===== src/rtl/pipe_hazard_ctrl_pkg.sv =====
// Shared constants, FSM encoding and stage-bus layouts for the pipeline hazard/redirect controller.
package pipe_hazard_ctrl_pkg;

   localparam int NUM_REGS  = 16;
   localparam int REG_IDX_W = 4;
   localparam int CNT_W     = 2;
   localparam int PC_W      = 32;

   localparam logic [1:0] ST_RUN      = 2'd0;
   localparam logic [1:0] ST_BR_WAIT  = 2'd1;
   localparam logic [1:0] ST_REDIRECT = 2'd2;

   // Field order is the flat wire order used on the FE side of the bundle.
   typedef struct packed {
      logic            stall;
      logic            redirect_valid;
      logic            squash;
      logic [PC_W-1:0] redirect_pc;
   } from_hz_to_fe_t;

   typedef struct packed {
      logic stall;
   } from_hz_to_de_t;

   localparam int FROM_HZ_TO_FE_W = $bits(from_hz_to_fe_t);
   localparam int FROM_HZ_TO_DE_W = $bits(from_hz_to_de_t);

   function automatic logic [CNT_W-1:0] cnt_max();
      return {CNT_W{1'b1}};
   endfunction

endpackage


===== src/rtl/pipe_hazard_ctrl_scoreboard.sv =====
// Per-register pending-write counters plus the RAW and counter-saturation hazard detection for DE.
module pipe_scoreboard
   import pipe_hazard_ctrl_pkg::*;
(
   input  logic                 clk,
   input  logic                 reset,
   input  logic                 issue,
   input  logic [REG_IDX_W-1:0] de_src1,
   input  logic [REG_IDX_W-1:0] de_src2,
   input  logic                 de_src1_used,
   input  logic                 de_src2_used,
   input  logic [REG_IDX_W-1:0] de_dst,
   input  logic                 de_wr_en,
   input  logic                 wb_valid,
   input  logic [REG_IDX_W-1:0] wb_dst,
   input  logic                 wb_wr_en,
   output logic [NUM_REGS-1:0]  busy_vec,
   output logic                 raw_hz,
   output logic                 sat_hz
);

   logic [CNT_W-1:0] w_cnt [NUM_REGS];
   logic             w_wb_wr;
   logic             w_hz1;
   logic             w_hz2;

   assign w_wb_wr = wb_valid & wb_wr_en;

   generate
      for (genvar gi = 0; gi < NUM_REGS; gi++) begin : g_reg
         if (gi == 0) begin : g_zero
            assign w_cnt[gi] = '0;
         end else begin : g_cnt
            logic [CNT_W-1:0] r_cnt;
            logic             w_inc;
            logic             w_dec;

            assign w_inc = issue & de_wr_en & (de_dst == REG_IDX_W'(gi));
            assign w_dec = w_wb_wr & (wb_dst == REG_IDX_W'(gi));

            always_ff @(posedge clk) begin
               if (reset) begin
                  r_cnt <= '0;
               end else if (w_inc & !w_dec & (r_cnt != cnt_max())) begin
                  r_cnt <= r_cnt + CNT_W'(1);
               end else if (w_dec & !w_inc & (r_cnt != '0)) begin
                  r_cnt <= r_cnt - CNT_W'(1);
               end
            end

            assign w_cnt[gi] = r_cnt;

            a_no_dec_at_zero: assert property (@(posedge clk) disable iff (reset)
               !(w_dec & !w_inc & (r_cnt == '0)));
         end
         assign busy_vec[gi] = (w_cnt[gi] != '0);
      end
   endgenerate

   // Register file is write-first, so a retiring last writer already satisfies the read.
   assign w_hz1 = de_src1_used & (w_cnt[de_src1] != '0)
                & !(w_wb_wr & (wb_dst == de_src1) & (w_cnt[de_src1] == CNT_W'(1)));
   assign w_hz2 = de_src2_used & (w_cnt[de_src2] != '0)
                & !(w_wb_wr & (wb_dst == de_src2) & (w_cnt[de_src2] == CNT_W'(1)));

   assign raw_hz = w_hz1 | w_hz2;
   assign sat_hz = de_wr_en & (w_cnt[de_dst] == cnt_max());

endmodule


===== src/rtl/pipe_hazard_ctrl.sv =====
// Hazard/redirect controller: scoreboard stalls plus branch hold/redirect FSM.
// Optional stall statistics counters are built only when HAZARD_STATS_EN is defined.
module pipe_hazard_ctrl
   import pipe_hazard_ctrl_pkg::*;
(
   input  logic                 clk,
   input  logic                 reset,
   input  logic                 de_valid,
   input  logic [REG_IDX_W-1:0] de_src1,
   input  logic [REG_IDX_W-1:0] de_src2,
   input  logic                 de_src1_used,
   input  logic                 de_src2_used,
   input  logic [REG_IDX_W-1:0] de_dst,
   input  logic                 de_wr_en,
   input  logic                 de_is_br,
   input  logic                 agex_br_resolve,
   input  logic                 agex_br_taken,
   input  logic [PC_W-1:0]      agex_br_target,
   input  logic                 wb_valid,
   input  logic [REG_IDX_W-1:0] wb_dst,
   input  logic                 wb_wr_en,
   output logic                 stall_fe,
   output logic                 stall_de,
   output logic                 redirect_valid,
   output logic [PC_W-1:0]      redirect_pc,
   output logic                 squash_fe_de,
   output logic [NUM_REGS-1:0]  busy_vec,
   output logic [31:0]          raw_stall_cnt,
   output logic [31:0]          br_stall_cnt
);

   logic [1:0]                 r_state;
   logic [1:0]                 w_state_next;
   logic [PC_W-1:0]            r_target;
   logic                       w_raw_hz;
   logic                       w_sat_hz;
   logic                       w_stall_de;
   logic                       w_stall_fe;
   logic                       w_redir;
   logic                       w_issue;
   from_hz_to_fe_t             w_to_fe;
   from_hz_to_de_t             w_to_de;
   logic [FROM_HZ_TO_FE_W-1:0] w_fe_bus;
   logic [FROM_HZ_TO_DE_W-1:0] w_de_bus;

   pipe_scoreboard u_scoreboard (
      .clk          (clk),
      .reset        (reset),
      .issue        (w_issue),
      .de_src1      (de_src1),
      .de_src2      (de_src2),
      .de_src1_used (de_src1_used),
      .de_src2_used (de_src2_used),
      .de_dst       (de_dst),
      .de_wr_en     (de_wr_en),
      .wb_valid     (wb_valid),
      .wb_dst       (wb_dst),
      .wb_wr_en     (wb_wr_en),
      .busy_vec     (busy_vec),
      .raw_hz       (w_raw_hz),
      .sat_hz       (w_sat_hz)
   );

   always_comb begin
      w_stall_de = 1'b0;
      w_stall_fe = 1'b0;
      w_redir    = 1'b0;
      case (r_state)
         ST_RUN: begin
            w_stall_de = de_valid & (w_raw_hz | w_sat_hz);
            w_stall_fe = w_stall_de;
         end
         ST_BR_WAIT: begin
            w_stall_de = 1'b1;
            w_stall_fe = 1'b1;
         end
         ST_REDIRECT: begin
            w_stall_de = 1'b1;
            w_redir    = 1'b1;
         end
         default: ;
      endcase
   end

   assign w_issue = de_valid & !w_stall_de;

   always_comb begin
      w_state_next = r_state;
      case (r_state)
         ST_RUN:      if (w_issue & de_is_br) w_state_next = ST_BR_WAIT;
         ST_BR_WAIT:  if (agex_br_resolve) w_state_next = agex_br_taken ? ST_REDIRECT : ST_RUN;
         ST_REDIRECT: w_state_next = ST_RUN;
         default:     w_state_next = ST_RUN;
      endcase
   end

   always_ff @(posedge clk) begin
      if (reset) begin
         r_state  <= ST_RUN;
         r_target <= '0;
      end else begin
         r_state <= w_state_next;
         if ((r_state == ST_BR_WAIT) & agex_br_resolve & agex_br_taken) begin
            r_target <= agex_br_target;
         end
      end
   end

   assign w_to_fe.stall          = w_stall_fe;
   assign w_to_fe.redirect_valid = w_redir;
   assign w_to_fe.squash         = w_redir;
   assign w_to_fe.redirect_pc    = r_target;
   assign w_to_de.stall          = w_stall_de;

   assign w_fe_bus = w_to_fe;
   assign w_de_bus = w_to_de;
   assign {stall_fe, redirect_valid, squash_fe_de, redirect_pc} = w_fe_bus;
   assign stall_de = w_de_bus[0];

`ifdef HAZARD_STATS_EN
   logic [31:0] r_raw_stall_cnt;
   logic [31:0] r_br_stall_cnt;

   always_ff @(posedge clk) begin
      if (reset) begin
         r_raw_stall_cnt <= '0;
         r_br_stall_cnt  <= '0;
      end else begin
         if ((r_state == ST_RUN) & w_stall_de) r_raw_stall_cnt <= r_raw_stall_cnt + 32'd1;
         if ((r_state == ST_BR_WAIT) | (r_state == ST_REDIRECT)) r_br_stall_cnt <= r_br_stall_cnt + 32'd1;
      end
   end

   assign raw_stall_cnt = r_raw_stall_cnt;
   assign br_stall_cnt  = r_br_stall_cnt;
`else
   assign raw_stall_cnt = '0;
   assign br_stall_cnt  = '0;
`endif

   a_resolve_in_wait: assert property (@(posedge clk) disable iff (reset)
      agex_br_resolve |-> (r_state == ST_BR_WAIT));

endmodule


===== config.mk =====
export PLATFORM = sky130hd
export DESIGN_NAME = pipe_hazard_ctrl
export DESIGN_NICKNAME = d
export VERILOG_FILES = /design/src/rtl/pipe_hazard_ctrl_pkg.sv /design/src/rtl/pipe_hazard_ctrl_scoreboard.sv /design/src/rtl/pipe_hazard_ctrl.sv
export SDC_FILE = /design/constraint.sdc
export NUM_CORES = 1
export LEC_CHECK = 0
export ABC_AREA = 0
export BUFFER_PORTS_ARGS = -buffer_cell sky130_fd_sc_hd__buf_4
export CORE_MARGIN = 1
export CORE_UTILIZATION = 47
export DETAILED_ROUTE_END_ITERATION = 8
export PLACE_DENSITY = 0.87
export RECOVER_POWER = 50
export SYNTH_ARGS = -nofsm -noshare
export SYNTH_HDL_FRONTEND = slang
export SYNTH_SLANG_ARGS = --single-unit

===== constraint.sdc =====
create_clock -name clk -period 9.4 [get_ports clk]
set_input_delay 1.88 -clock clk [delete_from_list [all_inputs] [get_ports clk]]
set_output_delay 1.88 -clock clk [all_outputs]
set_load 0.1 [all_outputs]

==> results_dict.tcl <==
set metrics [dict create \
    arrival_ns 4.15 \
    synth-seq-cells 64 \
    wire_per_inst_um 14.30 \
    fp.dieArea_mm2 0.01058 \
    tightest_slew_ns 1.222 \
    layout-drive-gt1-share_pct 18.65 \
    drt_iter0_markers 301 \
    die_y_um 102.9 \
    first_global_vias 3823 \
    power.static_leakage_nw 2.141 \
    cp-start-kind "primary input" \
    max_cap_violations 0 \
    pwr-share-seq_pct 32.2 \
    rsz0062_at_grt "no" \
    clkPwrFrac_pct 27.1 \
    worst_r2r_startpoint "u_scoreboard.g_reg[2].g_cnt.r_cnt[1]$_SDFFE_PP0P_" \
    chipWidth_um 102.9 \
    clkSlewWorstSetupHoldPaths_ns 0.08 \
    outcome "finished, final reports clean" \
    clock_tree_root "sky130_fd_sc_hd__clkbuf_8" \
    vdd_drop_max_uv 93.10 \
    clk_skew_ns 0.01163 \
    syn-mean-instance-area_um2 7.639 \
    min_period_over_period_pct 64.10 \
    setup_viol 0 \
    layout_min_cycle_time_ns 6.025 \
    port_buffers 109 \
    cts_hold_buf 0 \
    design.core.area_mm2 0.009819 \
    summed_negative_setup_slack_over_all_endpoints_ns 0 \
    numCtsBuffers 9 \
    grt_start_max_net_pins 63 \
    holdCritPathClass "reg2reg" \
    tritoncts "built" \
    insertedDiodeCount 0 \
    critPathMaxFanout 11 \
    clock_path_buffers 2 \
    global_route.overflow_total 0 \
    global_route.usage.total_pct 22.22 \
    syn-cell-area_mm2 0.004782 \
    postCtsSetupBuffers 0 \
    synth.yosys.warnings 0 \
    postCtsResizedCells 0 \
    num_io_pins 175 \
    final_net_count 771 \
    crit_type "in2out" \
    synth_top_cell_area_share_pct 26.79 \
    layout-area-overhead-vs-synth_pct 13.03 \
    final_core_utilization_pct 55.05 \
    power_uw 897.2 \
    grt_antenna_before_repair 0 \
    initial_core_util_pct 48.70 \
    dr_total_vias 4578 \
    crit_end "stall_de" \
    post_detailed_route_drc_marker_count 0 \
    type_of_element_capturing_the_critical_path "primary output" \
    cellInternalPower_uw 467.5 \
    gpl.final_weighted_congestion 0.9225 \
    placedInstanceArea_mm2 0.005321 \
    crit_path_start "de_src1[0]" \
    synth_top_flop_cell "sky130_fd_sc_hd__dfxtp_1" \
    insertion_delay_ns 0.35 \
    hpwl_mm 8.971 \
    post-route-cell-area_mm2 0.005405 \
    netlist_top_cells_area "sky130_fd_sc_hd__dfxtp_1, sky130_fd_sc_hd__buf_4, sky130_fd_sc_hd__nand2_1" \
    cts.sinks 64 \
    critPathRequiredTime_ns 7.52 \
    rows 36 \
    p_sw_share_pct 47.89 \
    rr_worst_depth 9 \
    drt.antenna.violating_nets 0 \
    via_per_inst 5.411 \
    max_clock_freq_mhz 166.0 \
    pwr-share-comb_pct 40.7 \
    switching_power_uw 429.7 \
    synth_async_sr_flop_share_pct 0 \
    share_of_synthesized_area_occupied_by_flip_flops_and_latches_pct 26.79 \
    timing.reg2reg.setup_slack_ns 5.66 \
    maxSlewViolCount 0 \
    htreeDepth 3 \
    hold_violations 0 \
    drtPass1Iterations 7 \
    regToRegEndpoint "u_scoreboard.g_reg[10].g_cnt.r_cnt[0]$_SDFFE_PP0P_" \
    totalWireLength_mm 12.10 \
    wire_length_of_the_first_global_routing_pass_mm 18.52 \
    rel_slew_slack_pct 18.86 \
    p_per_area_mw_per_mm2 166.0 \
    number_of_enable_flip_flop_cells_after_synthesis 0 \
    yosysUniqueCellTypes 67 \
    netlist.top_cell.by_area "sky130_fd_sc_hd__dfxtp_1" \
    postSynthCellCount 626 \
]
## kinds of logic (layout without fill, tap and decap cells)
family	Yosys count	in the layout	synth area share, %
AO/OA/AOI/OAI	148	148	20.64
XOR/XNOR	7	7	1.282
adder cells (fa/ha/maj)	4	4	1.047
buffers and inverters	122	145	15.99
flip-flops	64	64	26.79
multiplexers	23	23	7.954
other	1	65	0.07842
AND/OR/NAND/NOR	257	257	26.22
## cell type report
type	instances	area, um^2
flip-flops and latches	64	1281
clock inverters	7	80.08
clock buffers	9	123.9
repair buffers	110	705.7
multi-input cells	504	2977
fillers	989	4414
inverters	19	71.32
well taps	133	166.4
## cells in the mapped netlist, drive strengths merged, types with 6 or more instances
cell and number:
nand4 7, nor3 8, nor2 20, o21ai 18, nand2b 11, and2 8, nand3 30, a31oi 19
and3 11, xnor2 6, dfxtp 64, or3 9, or2 16, mux4 10, buf 81, inv 19
mux2i 8, clkbuf 22, nor2b 10, a21o 6, nand2 115, a21oi 52, o21a 6
## cell usage in the layout (no fill, tap or decap), types with 4 or more instances in the layout
cell type and instances:
sky130_fd_sc_hd__nand2_1 115, sky130_fd_sc_hd__or3_1 7, sky130_fd_sc_hd__mux4_1 4, sky130_fd_sc_hd__a31oi_1 19, sky130_fd_sc_hd__mux4_2 6, sky130_fd_sc_hd__mux2i_1 8, sky130_fd_sc_hd__a21o_1 6, sky130_fd_sc_hd__xnor2_1 6
sky130_fd_sc_hd__a21oi_1 52, sky130_fd_sc_hd__nand2b_1 11, sky130_fd_sc_hd__buf_4 77, sky130_fd_sc_hd__and3_1 11, sky130_fd_sc_hd__nor2_1 20, sky130_fd_sc_hd__clkbuf_1 32, sky130_fd_sc_hd__o31ai_1 4, sky130_fd_sc_hd__clkbuf_8 9
sky130_fd_sc_hd__and2_1 8, sky130_fd_sc_hd__conb_1 65, sky130_fd_sc_hd__o21a_1 6, sky130_fd_sc_hd__inv_1 19, sky130_fd_sc_hd__o21ai_0 18, sky130_fd_sc_hd__dfxtp_1 64, sky130_fd_sc_hd__nand3_1 30, sky130_fd_sc_hd__nor3_1 8
sky130_fd_sc_hd__a31o_2 4, sky130_fd_sc_hd__nand4_1 7, sky130_fd_sc_hd__ha_1 4, sky130_fd_sc_hd__or2_2 14, sky130_fd_sc_hd__mux2_2 4, sky130_fd_sc_hd__nor2b_1 10
## flip-flops by register name (all words and copies together), names as in the netlist
signal	flops
u_scoreboard.g.g_cnt.r_cnt	30
r_state	2
redirect_pc	32
## critical path, cell delays in order
cell	delay (ns)
sky130_fd_sc_hd__buf_4	0.18
sky130_fd_sc_hd__mux2_2	0.34
sky130_fd_sc_hd__and3_1	0.18
sky130_fd_sc_hd__o41ai_1	0.36
sky130_fd_sc_hd__a222oi_1	0.18
sky130_fd_sc_hd__a311oi_2	0.46
sky130_fd_sc_hd__nand2_1	0.10
sky130_fd_sc_hd__nand3_1	0.14
sky130_fd_sc_hd__a21oi_1	0.08
sky130_fd_sc_hd__buf_4	0.24
## power by group through the flow
stage,Combinational [mW],Clock (mW),Sequential [mW]
after global placement,0.366,0,0.295
after CTS,0.369,0.250,0.289
after floorplan,0.291,0,0.349
after global routing,0.383,0.261,0.290
final,0.365,0.243,0.289
after detailed placement,0.369,0,0.295
## stage by stage
| step | std cells | hold WS, ns | worst slack [ns] |
|---|---|---|---|
| floorplan | 690 | 0.4672 | 2.844 |
| global placement | 830 | 0.4427 | 3.398 |
| detailed placement | 830 | 0.4471 | 3.366 |
| CTS | 846 | 0.4571 | 3.379 |
| global route | 846 | 0.4743 | 3.227 |
| finish | 846 | 0.4546 | 3.375 |
## metal layers
layer  wire, um  GRT usage (%)
met4        235          7.259
met3        831          4.610
met2       6058          37.64
met5          0              0
met1       4977          28.23
## worst min path at each step
| stage | startpoint | slack (ns) | to | depth (start not counted) |
|---|---|---|---|---|
| 6_report | redirect_pc[17]$_SDFFE_PP0P_ | 0.45 | redirect_pc[17]$_SDFFE_PP0P_ | 2 |
| 3_5_place_dp | redirect_pc[22]$_SDFFE_PP0P_ | 0.45 | redirect_pc[22]$_SDFFE_PP0P_ | 2 |
| 5_1_grt | redirect_pc[17]$_SDFFE_PP0P_ | 0.47 | redirect_pc[17]$_SDFFE_PP0P_ | 2 |
| 3_3_place_gp | redirect_pc[25]$_SDFFE_PP0P_ | 0.44 | redirect_pc[25]$_SDFFE_PP0P_ | 2 |
| 4_1_cts | redirect_pc[29]$_SDFFE_PP0P_ | 0.46 | redirect_pc[29]$_SDFFE_PP0P_ | 2 |
| 2_1_floorplan | u_scoreboard.g_reg[13].g_cnt.r_cnt[1]$_SDFFE_PP0P_ | 0.47 | u_scoreboard.g_reg[13].g_cnt.r_cnt[1]$_SDFFE_PP0P_ | 2 |
Note: power is estimated with default switching activity, not from simulation.
